<file path="config.mk">
export PLATFORM = sky130hd
export DESIGN_NAME = mem_handshake_ctrl_flat
export DESIGN_NICKNAME = d
export VERILOG_FILES = /design/src/rtl/mem_handshake_ctrl_pkg.sv /design/src/rtl/mem_handshake_ctrl_if.sv /design/src/rtl/mem_handshake_ctrl_lane_align.sv /design/src/rtl/mem_handshake_ctrl.sv /design/src/flat_wrapper.sv
export SDC_FILE = /design/constraint.sdc
export NUM_CORES = 1
export LEC_CHECK = 0
export CAP_MARGIN = 20
export CORE_UTILIZATION = 39
export CTS_CLUSTER_SIZE = 20
export DETAILED_ROUTE_END_ITERATION = 8
export PLACE_DENSITY_LB_ADDON = 0.3
export SKIP_CTS_REPAIR_TIMING = 1
export SLEW_MARGIN = 20
export SYNTH_ARGS = -nofsm -noshare
export SYNTH_HDL_FRONTEND = slang
export SYNTH_SLANG_ARGS = --single-unit
</file>
<file path="constraint.sdc">
create_clock -name clk -period 1.97 [get_ports clk]
set_input_delay 0.197 -clock clk [delete_from_list [all_inputs] [get_ports clk]]
set_output_delay 0.197 -clock clk [all_outputs]
set_load 0.02 [all_outputs]
</file>
<file path="src/rtl/mem_handshake_ctrl_pkg.sv">
// Shared definitions for the memory handshake controller.
//   size_e  : access size encoding carried in the control register
//   state_e : sequencing FSM states
//   ext_lane: right-justified lane value -> 32-bit sign/zero-extended word
package mem_handshake_ctrl_pkg;

  typedef enum logic [1:0] {
    SIZE_BYTE = 2'b00,
    SIZE_HALF = 2'b01,
    SIZE_WORD = 2'b10,
    SIZE_RSVD = 2'b11
  } size_e;

  typedef enum logic [1:0] {
    IDLE   = 2'b00,
    ACCESS = 2'b01,
    DONE   = 2'b10
  } state_e;

  // Wide enough for WAIT_STATES up to 15.
  localparam int CNT_W = 4;

  // v holds the selected lane(s) right-justified; a byte lives in v[7:0].
  function automatic logic [31:0] ext_lane(input logic [15:0] v,
                                           input logic        is_half,
                                           input logic        sext);
    if (is_half) begin
      return sext ? {{16{v[15]}}, v} : {16'h0000, v};
    end
    return sext ? {{24{v[7]}}, v[7:0]} : {24'h000000, v[7:0]};
  endfunction

endpackage

</file>
<file path="src/rtl/mem_handshake_ctrl_if.sv">
// Bus bundle between the control unit, the handshake controller and the RAM.
//   Control side : mov, rw, size, sign_ext, addr, wdata -> moc, misalign, rdata
//   RAM side     : mem_en, mem_we, mem_be, mem_addr, mem_wdata -> mem_rdata
// modport slave  : the controller (mem_handshake_ctrl)
// modport master : the environment driving requests and modelling the RAM
interface mem_handshake_ctrl_if #(parameter int ADDR_W = 9);

  logic              mov;
  logic              rw;
  logic [1:0]        size;
  logic              sign_ext;
  logic [31:0]       addr;
  logic [31:0]       wdata;
  logic              moc;
  logic              misalign;
  logic [31:0]       rdata;
  logic              mem_en;
  logic              mem_we;
  logic [3:0]        mem_be;
  logic [ADDR_W-1:0] mem_addr;
  logic [31:0]       mem_wdata;
  logic [31:0]       mem_rdata;

  modport slave (
    input  mov, rw, size, sign_ext, addr, wdata, mem_rdata,
    output moc, misalign, rdata, mem_en, mem_we, mem_be, mem_addr, mem_wdata
  );

  modport master (
    output mov, rw, size, sign_ext, addr, wdata, mem_rdata,
    input  moc, misalign, rdata, mem_en, mem_we, mem_be, mem_addr, mem_wdata
  );

endinterface

</file>
<file path="src/rtl/mem_handshake_ctrl_lane_align.sv">
// Combinational byte-lane logic for a big-endian 32-bit RAM.
//   size_i, off_i, sign_ext_i : access descriptor (off_i = addr[1:0])
//   wdata_i                   : right-justified store data
//   mem_rdata_i               : raw RAM word
//   be_o                      : lane strobes, be_o[3] = bits 31:24 = lowest address
//   lane_wdata_o              : store data replicated into every candidate lane
//   aligned_rdata_o           : selected lane(s) right-justified and extended
//   misalign_o                : alignment violation or reserved size
module mem_handshake_ctrl_lane_align
  import mem_handshake_ctrl_pkg::*;
(
  input  logic [1:0]  size_i,
  input  logic [1:0]  off_i,
  input  logic        sign_ext_i,
  input  logic [31:0] wdata_i,
  input  logic [31:0] mem_rdata_i,
  output logic [3:0]  be_o,
  output logic [31:0] lane_wdata_o,
  output logic [31:0] aligned_rdata_o,
  output logic        misalign_o
);

  logic [7:0]  byte_sel;
  logic [15:0] half_sel;

  always_comb begin
    case (off_i)
      2'd0:    byte_sel = mem_rdata_i[31:24];
      2'd1:    byte_sel = mem_rdata_i[23:16];
      2'd2:    byte_sel = mem_rdata_i[15:8];
      default: byte_sel = mem_rdata_i[7:0];
    endcase
    half_sel = off_i[1] ? mem_rdata_i[15:0] : mem_rdata_i[31:16];
  end

  always_comb begin
    be_o            = 4'b0000;
    lane_wdata_o    = wdata_i;
    aligned_rdata_o = mem_rdata_i;
    misalign_o      = 1'b0;
    case (size_i)
      SIZE_BYTE: begin
        be_o            = 4'b1000 >> off_i;
        lane_wdata_o    = {4{wdata_i[7:0]}};
        aligned_rdata_o = ext_lane({8'h00, byte_sel}, 1'b0, sign_ext_i);
      end
      SIZE_HALF: begin
        misalign_o      = off_i[0];
        be_o            = off_i[1] ? 4'b0011 : 4'b1100;
        lane_wdata_o    = {2{wdata_i[15:0]}};
        aligned_rdata_o = ext_lane(half_sel, 1'b1, sign_ext_i);
      end
      SIZE_WORD: begin
        misalign_o = |off_i;
        be_o       = 4'b1111;
      end
      default: begin
        misalign_o = 1'b1;
      end
    endcase
  end

endmodule

</file>
<file path="src/rtl/mem_handshake_ctrl.sv">
// RAM access sequencer for the microprogrammed control unit.
//   clk, reset : rising-edge clock, synchronous active-high reset
//   bus        : control-unit request/acknowledge plus RAM port (slave modport)
// Every output is a register; RAM strobes are held for WAIT_STATES+1 cycles.
//
//   state  | meaning
//   IDLE   | waiting for mov; latches the request descriptor
//   ACCESS | RAM strobes held while the wait counter runs down to 0
//   DONE   | moc asserted until mov is seen low
module mem_handshake_ctrl
  import mem_handshake_ctrl_pkg::*;
#(
  parameter int ADDR_W      = 9,
  parameter int WAIT_STATES = 2
) (
  input logic               clk,
  input logic               reset,
  mem_handshake_ctrl_if.slave bus
);

  state_e            state_q;
  logic [CNT_W-1:0]  cnt_q;
  logic              rw_q;
  logic [1:0]        size_q;
  logic [1:0]        off_q;
  logic              sext_q;
  logic              moc_q;
  logic              misalign_q;
  logic [31:0]       rdata_q;
  logic              mem_en_q;
  logic              mem_we_q;
  logic [3:0]        mem_be_q;
  logic [ADDR_W-1:0] mem_addr_q;
  logic [31:0]       mem_wdata_q;

  logic        idle;
  logic [1:0]  size_sel;
  logic [1:0]  off_sel;
  logic        sext_sel;
  logic [3:0]  be;
  logic [31:0] lane_wdata;
  logic [31:0] aligned_rdata;
  logic        misalign;

  // Address bits above the RAM size wrap and are deliberately dropped.
  logic unused_addr_hi;
  assign unused_addr_hi = ^bus.addr[31:ADDR_W];

  // In IDLE the lane logic decodes the live request; afterwards it works on
  // the latched descriptor so later input changes cannot disturb the access.
  assign idle     = (state_q == IDLE);
  assign size_sel = idle ? bus.size      : size_q;
  assign off_sel  = idle ? bus.addr[1:0] : off_q;
  assign sext_sel = idle ? bus.sign_ext  : sext_q;

  mem_handshake_ctrl_lane_align u_lane_align (
    .size_i          (size_sel),
    .off_i           (off_sel),
    .sign_ext_i      (sext_sel),
    .wdata_i         (bus.wdata),
    .mem_rdata_i     (bus.mem_rdata),
    .be_o            (be),
    .lane_wdata_o    (lane_wdata),
    .aligned_rdata_o (aligned_rdata),
    .misalign_o      (misalign)
  );

  always_ff @(posedge clk) begin
    if (reset) begin
      state_q     <= IDLE;
      cnt_q       <= '0;
      rw_q        <= 1'b0;
      size_q      <= 2'b00;
      off_q       <= 2'b00;
      sext_q      <= 1'b0;
      moc_q       <= 1'b0;
      misalign_q  <= 1'b0;
      rdata_q     <= '0;
      mem_en_q    <= 1'b0;
      mem_we_q    <= 1'b0;
      mem_be_q    <= 4'b0000;
      mem_addr_q  <= '0;
      mem_wdata_q <= '0;
    end else begin
      case (state_q)
        IDLE: begin
          if (bus.mov) begin
            rw_q   <= bus.rw;
            size_q <= bus.size;
            off_q  <= bus.addr[1:0];
            sext_q <= bus.sign_ext;
            if (misalign) begin
              // Rejected accesses never touch the RAM.
              misalign_q <= 1'b1;
              moc_q      <= 1'b1;
              state_q    <= DONE;
            end else begin
              cnt_q       <= CNT_W'(WAIT_STATES);
              mem_en_q    <= 1'b1;
              mem_we_q    <= ~bus.rw;
              mem_be_q    <= be;
              mem_addr_q  <= {bus.addr[ADDR_W-1:2], 2'b00};
              mem_wdata_q <= lane_wdata;
              state_q     <= ACCESS;
            end
          end
        end
        ACCESS: begin
          if (cnt_q == '0) begin
            if (rw_q) begin
              rdata_q <= aligned_rdata;
            end
            mem_en_q <= 1'b0;
            mem_we_q <= 1'b0;
            mem_be_q <= 4'b0000;
            moc_q    <= 1'b1;
            state_q  <= DONE;
          end else begin
            cnt_q <= cnt_q - 1'b1;
          end
        end
        DONE: begin
          if (!bus.mov) begin
            moc_q      <= 1'b0;
            misalign_q <= 1'b0;
            state_q    <= IDLE;
          end
        end
        default: state_q <= IDLE;
      endcase
    end
  end

  assign bus.moc       = moc_q;
  assign bus.misalign  = misalign_q;
  assign bus.rdata     = rdata_q;
  assign bus.mem_en    = mem_en_q;
  assign bus.mem_we    = mem_we_q;
  assign bus.mem_be    = mem_be_q;
  assign bus.mem_addr  = mem_addr_q;
  assign bus.mem_wdata = mem_wdata_q;

endmodule

</file>
<file path="src/flat_wrapper.sv">
// flat-port wrapper written by rule: the top's interface ports become plain ports
module mem_handshake_ctrl_flat import mem_handshake_ctrl_pkg::*;
#(
  parameter int ADDR_W      = 9,
  parameter int WAIT_STATES = 2
)
  (clk, reset, bus_mov, bus_rw, bus_size, bus_sign_ext, bus_addr, bus_wdata, bus_mem_rdata, bus_moc, bus_misalign, bus_rdata, bus_mem_en, bus_mem_we, bus_mem_be, bus_mem_addr, bus_mem_wdata);
  mem_handshake_ctrl_if #(.ADDR_W(ADDR_W)) bus_i ();
  input logic clk;
  input logic reset;
  input wire logic [$bits(bus_i.mov)-1:0] bus_mov;
  input wire logic [$bits(bus_i.rw)-1:0] bus_rw;
  input wire logic [$bits(bus_i.size)-1:0] bus_size;
  input wire logic [$bits(bus_i.sign_ext)-1:0] bus_sign_ext;
  input wire logic [$bits(bus_i.addr)-1:0] bus_addr;
  input wire logic [$bits(bus_i.wdata)-1:0] bus_wdata;
  input wire logic [$bits(bus_i.mem_rdata)-1:0] bus_mem_rdata;
  output wire logic [$bits(bus_i.moc)-1:0] bus_moc;
  output wire logic [$bits(bus_i.misalign)-1:0] bus_misalign;
  output wire logic [$bits(bus_i.rdata)-1:0] bus_rdata;
  output wire logic [$bits(bus_i.mem_en)-1:0] bus_mem_en;
  output wire logic [$bits(bus_i.mem_we)-1:0] bus_mem_we;
  output wire logic [$bits(bus_i.mem_be)-1:0] bus_mem_be;
  output wire logic [$bits(bus_i.mem_addr)-1:0] bus_mem_addr;
  output wire logic [$bits(bus_i.mem_wdata)-1:0] bus_mem_wdata;
  assign bus_i.mov = bus_mov;
  assign bus_i.rw = bus_rw;
  assign bus_i.size = bus_size;
  assign bus_i.sign_ext = bus_sign_ext;
  assign bus_i.addr = bus_addr;
  assign bus_i.wdata = bus_wdata;
  assign bus_i.mem_rdata = bus_mem_rdata;
  assign bus_moc = bus_i.moc;
  assign bus_misalign = bus_i.misalign;
  assign bus_rdata = bus_i.rdata;
  assign bus_mem_en = bus_i.mem_en;
  assign bus_mem_we = bus_i.mem_we;
  assign bus_mem_be = bus_i.mem_be;
  assign bus_mem_addr = bus_i.mem_addr;
  assign bus_mem_wdata = bus_i.mem_wdata;
  mem_handshake_ctrl #(.ADDR_W(ADDR_W), .WAIT_STATES(WAIT_STATES)) u_core (.clk(clk), .reset(reset), .bus(bus_i));
endmodule
</file>
# After elaboration in Yosys (flattened, before gate mapping)
# Index checks and enable logic that the tools add are counted.
# word_totals
regBits	91
input_bits	103
output_inout_bits	81
elab_cells	87
# classes
addsub	1
n_eq_ne	12
n_shift	1
mux	41
n_bitwise	2
n_reduce_logical	16
# op_table
cell	n
32-bit 2-to-1 mux	4
32-bit case mux with 2 select lines	2
4-bit 2-to-1 mux	7
8-bit case mux with 3 select lines	1
16-bit 2-to-1 mux	1
4-bit case mux with 2 select lines	2
2-bit 2-to-1 mux	6
4-bit case mux with 3 select lines	1
4-bit AND reduction	3
1-bit 2-to-1 mux	11
2-bit != test (second input constant)	5
3-bit AND reduction	3
2-bit by 1-bit equality test with 1-bit output (second input constant)	3
2-bit equality test (second input constant)	3
2-bit zero test	3
1-bit case mux with 2 select lines	3
1-bit case mux with 3 select lines	2
2-bit case mux with 3 select lines	1
5-bit AND reduction	1
4-bit zero test	1
2-bit nonzero test	2
4-bit by 2-bit >> shifter with 4-bit output (first input constant)	1
4-bit by 1-bit subtractor with 4-bit output (second input constant)	1
3-bit nonzero test	1
4 further kinds	5

# Longest topological paths before layout
# Gate-level depths: netlist of the first run.
# logic_depth
ltp_word	7
ltp_mapped	11
mapped_depth_nobuf	7

# Modules after synthesis
# From an unflattened synthesis of the first run, not the netlist that was laid out.
# unflattened
hier_cells	607
area_unflattened_um2	4973.5
# modules_own_cells
module	instances	cells_each	area_each_um2	seq_area_each_um2
mem_handshake_ctrl	1	427	3667.3	1821.7
mem_handshake_ctrl_lane_align	1	180	1306.3	0.0

# Worst setup path before layout of the first run
# No wires, ideal clock.
# synth_timing
kind	reg-to-reg
startpoint	register u_core.state_q[0]
endpoint	register u_core.rdata_q[0] (netlist: u_core.bus.rdata[0])
setup_ns	0.138
arrival_ns	1.900
required_ns	1.832
setup_slack_ns	-0.067
stages_incl_launch_ff	9
n_path_buf	1
period_less_slack_ns	2.037
path_cell_list	dfxtp_1 -> inv_1 -> ha_1 -> buf_6 -> mux2_2 -> nor2_1 -> o21ai_1 -> a221oi_1 -> a211oi_1
# synth_via
elab_chain_len	6
elab_cells_between_ends	17
classes_between	eq/ne: 4; mux: 9; reduce/logical: 4
# synth_rtl
element	line	source
from (decl)	mem_handshake_ctrl.sv:21	state_e state_q;
from (signal assigned)	mem_handshake_ctrl.sv:70	state_q <= IDLE;
from (signal assigned)	mem_handshake_ctrl.sv:96	state_q <= DONE;
from (signal assigned)	mem_handshake_ctrl.sv:104	state_q <= ACCESS;
2-bit zero test	mem_handshake_ctrl.sv:51	assign idle = (state_q == IDLE);
2-bit 2-to-1 mux	mem_handshake_ctrl.sv:53	assign off_sel = idle ? bus.addr[1:0] : off_q;
2-bit equality test, or another cell as far along	mem_handshake_ctrl_lane_align.sv:27	case (off_i)
8-bit case mux with 3 select lines, or another cell as far along	mem_handshake_ctrl_lane_align.sv:27	
32-bit 2-to-1 mux	mem_handshake_ctrl_pkg.sv:30	return sext ? {{24{v[7]}}, v[7:0]} : {24'h000000, v[7:0]};
32-bit case mux with 2 select lines	mem_handshake_ctrl_lane_align.sv:41	case (size_i)
to (signal assigned)	mem_handshake_ctrl.sv:111	rdata_q <= aligned_rdata;
to (decl)	mem_handshake_ctrl.sv:29	logic [31:0] rdata_q;
# Parallel ways exist; a longest one is shown, timed or not.
# A chain may end at the register's enable or synchronous reset.

# Worst setup path in the final report of the first run
# layout_timing
startpoint	register u_core.state_q[1]
endpoint	register u_core.mem_wdata_q[20] (netlist: u_core.bus.mem_wdata[20])
# layout_via
elab_chain_len	6
elab_cells_between_ends	11
classes_between	eq/ne: 2; mux: 4; bitwise: 1; reduce/logical: 4
# layout_rtl
element	line	source
2-bit zero test *	mem_handshake_ctrl.sv:51, mem_handshake_ctrl.sv:85	
2-bit 2-to-1 mux (on tied branches)	mem_handshake_ctrl.sv:52, mem_handshake_ctrl.sv:53	
2-bit equality test, or another cell as far along	mem_handshake_ctrl_lane_align.sv:41	
1-bit case mux with 3 select lines	mem_handshake_ctrl_lane_align.sv:41	
1-bit NOT (no line)	--	
3-bit AND reduction (no line)	--	
to (signal assigned)	mem_handshake_ctrl.sv:103	mem_wdata_q <= lane_wdata;
to (decl)	mem_handshake_ctrl.sv:34	logic [31:0] mem_wdata_q;
# Every way passes the cells marked *; elsewhere a longest branch is shown, timed or not.

==> results of run 1 <==
[worst reg2reg max path, stage by stage, from the launching register on]
cell and delay [ns]:
dfxtp_2 0.34, inv_2 0.07, ha_4 0.19, buf_8 0.15, mux2i_4 0.32, nand4_1 0.23, nand2_4 0.22, clkbuf_16 0.18
buf_12 0.13, nor2_2 0.04, a311oi_1 0.24
[cell families after synthesis]
logic type                 Yosys count
muxes                               26
buffers and inverters               46
DFF                                 91
AOI/OAI and AO/OA                  136
xor gates and xnor gates             2
adders and majority gates            4
and+or+nand+nor                    193
other                                1
[worst max-delay path by stage]
stage | slack [ns] | end | cells after the start
CTS | -0.42 | u_core.bus.rdata[20]$_SDFFE_PP0P_ | 7
floorplan | 0.0003 | u_core.bus.rdata[23]$_SDFFE_PP0P_ | 9
global route | -0.32 | u_core.bus.mem_addr[5]$_SDFFE_PP0P_ | 10
finish | -0.22 | u_core.bus.mem_wdata[20]$_SDFFE_PP0P_ | 10
global placement | -0.38 | u_core.bus.rdata[18]$_SDFFE_PP0P_ | 7
detailed placement | -0.50 | u_core.bus.rdata[20]$_SDFFE_PP0P_ | 7
[layout by cell type, fill, tap and decap left out, types with 11 or more instances in the layout]
cell,count
buf_4,63
nor2_1,68
a211oi_1,15
mux2i_1,15
a211oi_2,16
a311oi_1,15
clkdlybuf4s50_1,157
buf_6,20
nand2_1,80
a21oi_1,12
a221oi_2,12
dfxtp_1,89
a311oi_2,11
[report_power, final]
| group | switching (W) | total (W) | internal (W) |
|---|---|---|---|
| clock | 0.000698 | 0.00132 | 0.000622 |
| combinational | 0.00388 | 0.00780 | 0.00392 |
| sequential | 0.000305 | 0.00261 | 0.00231 |
[cell type report]
class	count	area [sq um]	share of cell area [%]
Tap cell	140	175.2	2.277
Clock buffer	10	137.6	1.789
Sequential cell	91	1824	23.72
Inverter	9	33.78	0.4392
Clock inverter	5	61.31	0.7970
Multi-Input combinational cell	364	2825	36.73
Timing Repair Buffer	260	2635	34.26
[state kept, by name (all words and copies together) (netlist names)]
register and count:
u_core.bus.misalign 1, u_core.bus.mem_addr 7, u_core.state_q 2, u_core.bus.mem_be 4, u_core.size_q 2, u_core.bus.moc 1
u_core.bus.mem_we 1, u_core.sext_q 1, u_core.bus.rdata 32, u_core.bus.mem_en 1, u_core.rw_q 1, u_core.cnt_q 4
u_core.off_q 2, u_core.bus.mem_wdata 32
[per-layer routing]
metal | GRT usage [%] | up-vias
met4 | 9.589 | 0
met3 | 5.932 | 41
met1 | 29.84 | 2427
li1 | - | 2289
met2 | 40.34 | 242
met5 | 0 | -
[synth_stat cells (6+ instances only)]
cell | number | share of area [%]
a311oi_1 | 26 | 5.2
a22oi_1 | 9 | 1.5
mux2i_1 | 17 | 3.9
a211oi_2 | 10 | 2.9
a221oi_1 | 15 | 3.0
nand2_1 | 85 | 7.3
buf_2 | 10 | 1.1
o21ai_0 | 6 | 0.69
clkbuf_1 | 15 | 1.3
a21oi_1 | 21 | 2.4
inv_1 | 9 | 0.77
nor2_1 | 81 | 7.0
a211oi_1 | 21 | 3.6
buf_4 | 6 | 1.0
dfxtp_1 | 91 | 42
[stage by stage]
stage	instances	instance area, sq um	hold slack (ns)
final	879	7692	0.2332
after global routing	879	7692	0.2397
after CTS	836	6610	0.2729
after detailed placement	821	6411	0.4506
after global placement	821	6411	0.4502
after floorplan	500	4384	0.2847
==> run_results.csv, run 1 <==
group,metric,value,unit
status,status,"finished, violations left",
status,violations,"negative setup slack",
yosys,yosys.area_share.simple,19.00,%
pwr,pwr_density_cell,1526,mW/mm^2
routing,wl_met1,6423,um
yosys,yosys_warnings,0,
clock_tree,h-tree-depth,3,
clock_tree,clk-insertion-delay-late,0.37,ns
global_route,grt_usage,24.22,%
yosys,synth_compound_area_share,24.62,%
placed_design,gp_routability_congestion,0.8702,
routing,routed_wl,16110,um
worst_setup_path,timing.rr.end,"u_core.bus.mem_wdata[20]$_SDFFE_PP0P_",
sta,drv_slew,0,
yosys,synth.distinct_cells,57,
yosys,synth_seq_cells,91,
finish,nets,842,
worst_hold_path,hold-path-endpoint,"u_core.bus.mem_be[3]$_SDFFE_PP0P_",
worst_setup_path,start_kind,"flip-flop",
yosys,synth_xor_area_share,0.4017,%
clock_tree,cts_buffer_depth,2,
finish,diodes,0,
global_route,grt_max_degree,61,
floorplan,die_y,107.7,um
worst_setup_path,cp_max_fo,8,
worst_setup_path,r2r_start,"u_core.state_q[1]$_SDFFE_PP0P_",
sta,rsz0062_at_grt,"yes",
floorplan,dieArea,0.01161,sq mm
yosys,synthFlopType,"dfxtp_1",
yosys,synth_top_family_by_area,"compound AO/OA/AOI/OAI gates",
routing,drc,0,
worst_setup_path,cp_data_required_time,2.24,ns
yosys,async_flop_share,0,%
sta,final.period_utilization,111.2,%
clock_tree,clk_pin_slew,0.10,ns
global_route,antenna_found_initial,0,
yosys,syn_inst,499,
placed_design,post-place-ws,-0.4991,ns
sta,fin_tns_setup,-11.81,ns
worst_setup_path,path_class,"flip-flop to flip-flop",
worst_setup_path,crit_chain,"inv_2 -> ha_4 -> buf_8 -> mux2i_4 -> nand4_1 -> nand2_4 -> clkbuf_16 -> buf_12 -> nor2_2 -> a311oi_1",
placed_design,io_buffers,158,
clock_tree,cts_root_buffer,"clkbuf_8",
floorplan,start_util,40.05,%
floorplan,fp.dieW,107.7,um
sta,hold_viol,0,
global_route,grt_pass1_vias,4474,
routing,met2_length,8117,um
clock_tree,cts_buffers,9,
worst_setup_path,r2r_slack,-0.22,ns
sta,fin_crit,2.191,ns
pwr,power_leakage,2.837,nW
global_route,grt_overflow,0,
yosys,synthAdderAreaFrac,1.148,%
yosys,synthesis.area,0.004360,sq mm
finish,fillers,765,
routing,vias,4999,
worst_setup_path,worst_ep_arrival_time,2.46,ns
worst_hold_path,min_from,"reset",
sta,slew_headroom,65.67,%
clock_tree,cts_sinks,91,
sta,skew,0.01276,ns
finish,drive_gt1_share,31.53,%
yosys,synth.yosys.seq_area_share,41.78,%
routing,wire_per_inst,18.33,um
floorplan,fp.coreArea,0.01089,sq mm
sta,setup_violations,83,
floorplan,row_count,38,
yosys,synth_edf_count,0,
sta,worstMarginPinSlew,0.5130,ns
routing,first_pass_iters,5,
routing,wl_met3,1108,um
finish,area_delta_synth_final,76.41,%
clock_tree,tritoncts,"yes",
floorplan,io_pins,184,
routing,ant_nets,0,
worst_setup_path,cpMaxStageDelayCell,"dfxtp_2",
global_route,grt_pass1_wl,21950,um
routing,highest_layer,"met4",
worst_setup_path,worstSetupEndpointType,"flip-flop",
pwr,finalPower,0.01174,W
yosys,syn_area_per_cell,8.738,sq um
worst_setup_path,crit_path_max_incr_delay,0.34,ns
worst_setup_path,r2r.worst_path.cells,10,
worst_setup_path,cp_top_family,"buffers and inverters",
sta,maxClockFrequency,456.4,MHz
finish,fin_util,70.65,%
worst_hold_path,min_path_cells,3,
worst_hold_path,min_path_type,"primary input to flip-flop",
placed_design,hpwl,10240,um
job,drv_cap,0,
yosys,synthMuxAreaShare,7.346,%
worst_setup_path,crit_start,"u_core.state_q[1]$_SDFFE_PP0P_",
routing,drtIter0Drc,373,
routing,avgViaCountPerCell,5.687,
pwr,max-vdd-ir-drop,0.7858,mV
worst_setup_path,crit_buf_inv,4,
sta,setup_slack,-0.2211,ns
No activity file was read; power rests on OpenSTA's default activity.
==> inputs of run 2 (changes only) <==
Settings changed: MAX_ROUTING_LAYER set to met4.
==> run 2 against run 1 <==
Net effect:
- the flow still finishes with violations (negative setup slack)
- critical endpoint unchanged
- clock-buffer cell count unchanged
- register-to-register slack hardly changed
- via count down 3.4%
- critical path type unchanged
- routed wire length is 6.3% lower
==> run_results.csv, run 2 (synthesis gave the netlist of run 1 again) <==
group,metric,value,unit
clock_tree,clk-insertion-delay-late,0.37,ns
routing,wl_met3,1074,um
clock_tree,tritoncts,"yes",
pwr,power_leakage,2.697,nW
routing,wire_per_inst,17.55,um
placed_design,post-place-ws,-0.4991,ns
placed_design,hpwl,10240,um
routing,first_pass_iters,5,
finish,layout_common_cells,"clkdlybuf4s50_1 (157), dfxtp_1 (89), nand2_1 (83), nor2_1 (77), buf_4 (56)",
placed_design,gp_routability_congestion,0.8843,
worst_setup_path,cp_max_fo,16,
floorplan,fp.dieW,107.7,um
worst_setup_path,r2r_start,"u_core.state_q[1]$_SDFFE_PP0P_",
worst_hold_path,min_from,"reset",
routing,ant_nets,0,
worst_setup_path,r2r.worst_path.cells,9,
finish,layout_commonest_cell,"clkdlybuf4s50_1",
sta,hold_viol,0,
floorplan,start_util,40.05,%
floorplan,fp.coreArea,0.01089,sq mm
job,drv_cap,0,
global_route,grt_max_degree,61,
finish,fillers,825,
status,status,"finished, violations left",
sta,rsz0062_at_grt,"yes",
routing,avgViaCountPerCell,5.613,
placed_design,place_inst,821,
sta,setup_violations,82,
global_route,grt_overflow,0,
sta,final.period_utilization,111.0,%
worst_setup_path,crit_start,"u_core.state_q[1]$_SDFFE_PP0P_",
worst_setup_path,start_kind,"flip-flop",
worst_setup_path,setup.worst_path.end,"u_core.bus.mem_wdata[20]$_SDFFE_PP0P_",
routing,drc,0,
pwr,pwr_density_cell,1464,mW/mm^2
global_route,grt_pass1_wl,21970,um
routing,routed_wl,15100,um
worst_setup_path,worstSetupEndpointType,"flip-flop",
worst_setup_path,worst_ep_arrival_time,2.47,ns
floorplan,io_pins,184,
routing,met2_length,7425,um
sta,fin_crit,2.187,ns
clock_tree,cts_root_buffer,"clkbuf_8",
sta,skew,0.009580,ns
sta,worstMarginPinSlew,0.5703,ns
finish,fin_cells,860,
worst_setup_path,timing.rr.end,"u_core.bus.mem_wdata[20]$_SDFFE_PP0P_",
routing,drtIter0Drc,349,
global_route,grt_pass1_vias,4471,
clock_tree,cts_sinks,91,
floorplan,row_count,38,
sta,slew_headroom,61.97,%
finish,fin_util,67.35,%
sta,maxClockFrequency,457.2,MHz
placed_design,io_buffers,158,
clock_tree,clk_pin_slew,0.09,ns
clock_tree,cts_buffers,9,
routing,highest_layer,"met4",
status,violations,"negative setup slack",
clock_tree,cts_buffer_depth,2,
worst_setup_path,cp_data_required_time,2.26,ns
pwr,max-vdd-ir-drop,0.8147,mV
finish,nets,823,
floorplan,dieArea,0.01161,sq mm
finish,diodes,0,
sta,setup_slack,-0.2172,ns
global_route,grt_usage,24.97,%
floorplan,die_y,107.7,um
worst_hold_path,min_path_type,"primary input to flip-flop",
routing,wl_met1,6165,um
worst_setup_path,path_class,"flip-flop to flip-flop",
clock_tree,h-tree-depth,3,
finish,area_delta_synth_final,68.18,%
sta,drv_slew,0,
finish,drive_gt1_share,26.25,%
global_route,antenna_found_initial,0,
worst_setup_path,r2r_slack,-0.22,ns
pwr,finalPower,0.01073,W
routing,vias,4827,
run 2: cell types whose count changed in the layout (fill, tap and decap cells not counted), sizes merged:
cell,previous run,this run
buf,99,82
clkbuf,14,12
run 2: through the flow:
| step | instance area [sq um] | setup TNS (ns) | hold WS, ns |
|---|---|---|---|
| after detailed placement | 6411 | -16.31 | 0.4506 |
| after floorplan | 4384 | 0 | 0.2847 |
| after global routing | 7333 | -18.73 | 0.2422 |
| after CTS | 6610 | -15.83 | 0.2729 |
| after global placement | 6411 | -10.88 | 0.4502 |
| final | 7333 | -11.68 | 0.2315 |
run 2: worst min-delay path by stage:
stage               cells after the start  slack [ns]                           endpoint
floorplan                               1        0.28     u_core.bus.mem_we$_SDFFE_PP0P_
global placement                        2        0.45         u_core.sext_q$_SDFFE_PP0P_
detailed placement                      2        0.45         u_core.sext_q$_SDFFE_PP0P_
CTS                                     3        0.27     u_core.bus.mem_we$_SDFFE_PP0P_
global route                            3        0.24     u_core.bus.mem_we$_SDFFE_PP0P_
finish                                  3        0.23  u_core.bus.mem_be[2]$_SDFFE_PP0P_
run 2: where the power goes:
part	internal, W	switching [W]	leakage (nW)
clock	0.000621	0.000689	0.103
combinational	0.00330	0.00353	1.85
sequential	0.00231	0.000289	0.743
run 2: layout make-up:
cell class	count	area [sq um]	share of cell area (%)
Clock buffer	10	137.6	1.877
Clock inverter	5	61.31	0.8360
Inverter	9	33.78	0.4607
Multi-Input combinational cell	364	2718	37.06
Sequential cell	91	1824	24.88
Tap cell	140	175.2	2.389
Timing Repair Buffer	241	2384	32.50
run 2: layer usage:
metal / global-route usage, % / vias to the layer above
li1: - / 2248
met1: 30.70 / 2316
met2: 40.06 / 223
met3: 5.085 / 40
met4: 9.883 / 0
met5: - / -
run 2: worst max-delay path: stages, from the launching register on:
cell and delay, ns:
dfxtp_2 0.34, inv_2 0.07, ha_4 0.18, buf_8 0.14, mux2i_4 0.37, nand4_1 0.25, nand2_4 0.24, clkbuf_16 0.22
nor2_1 0.05, a311oi_1 0.24
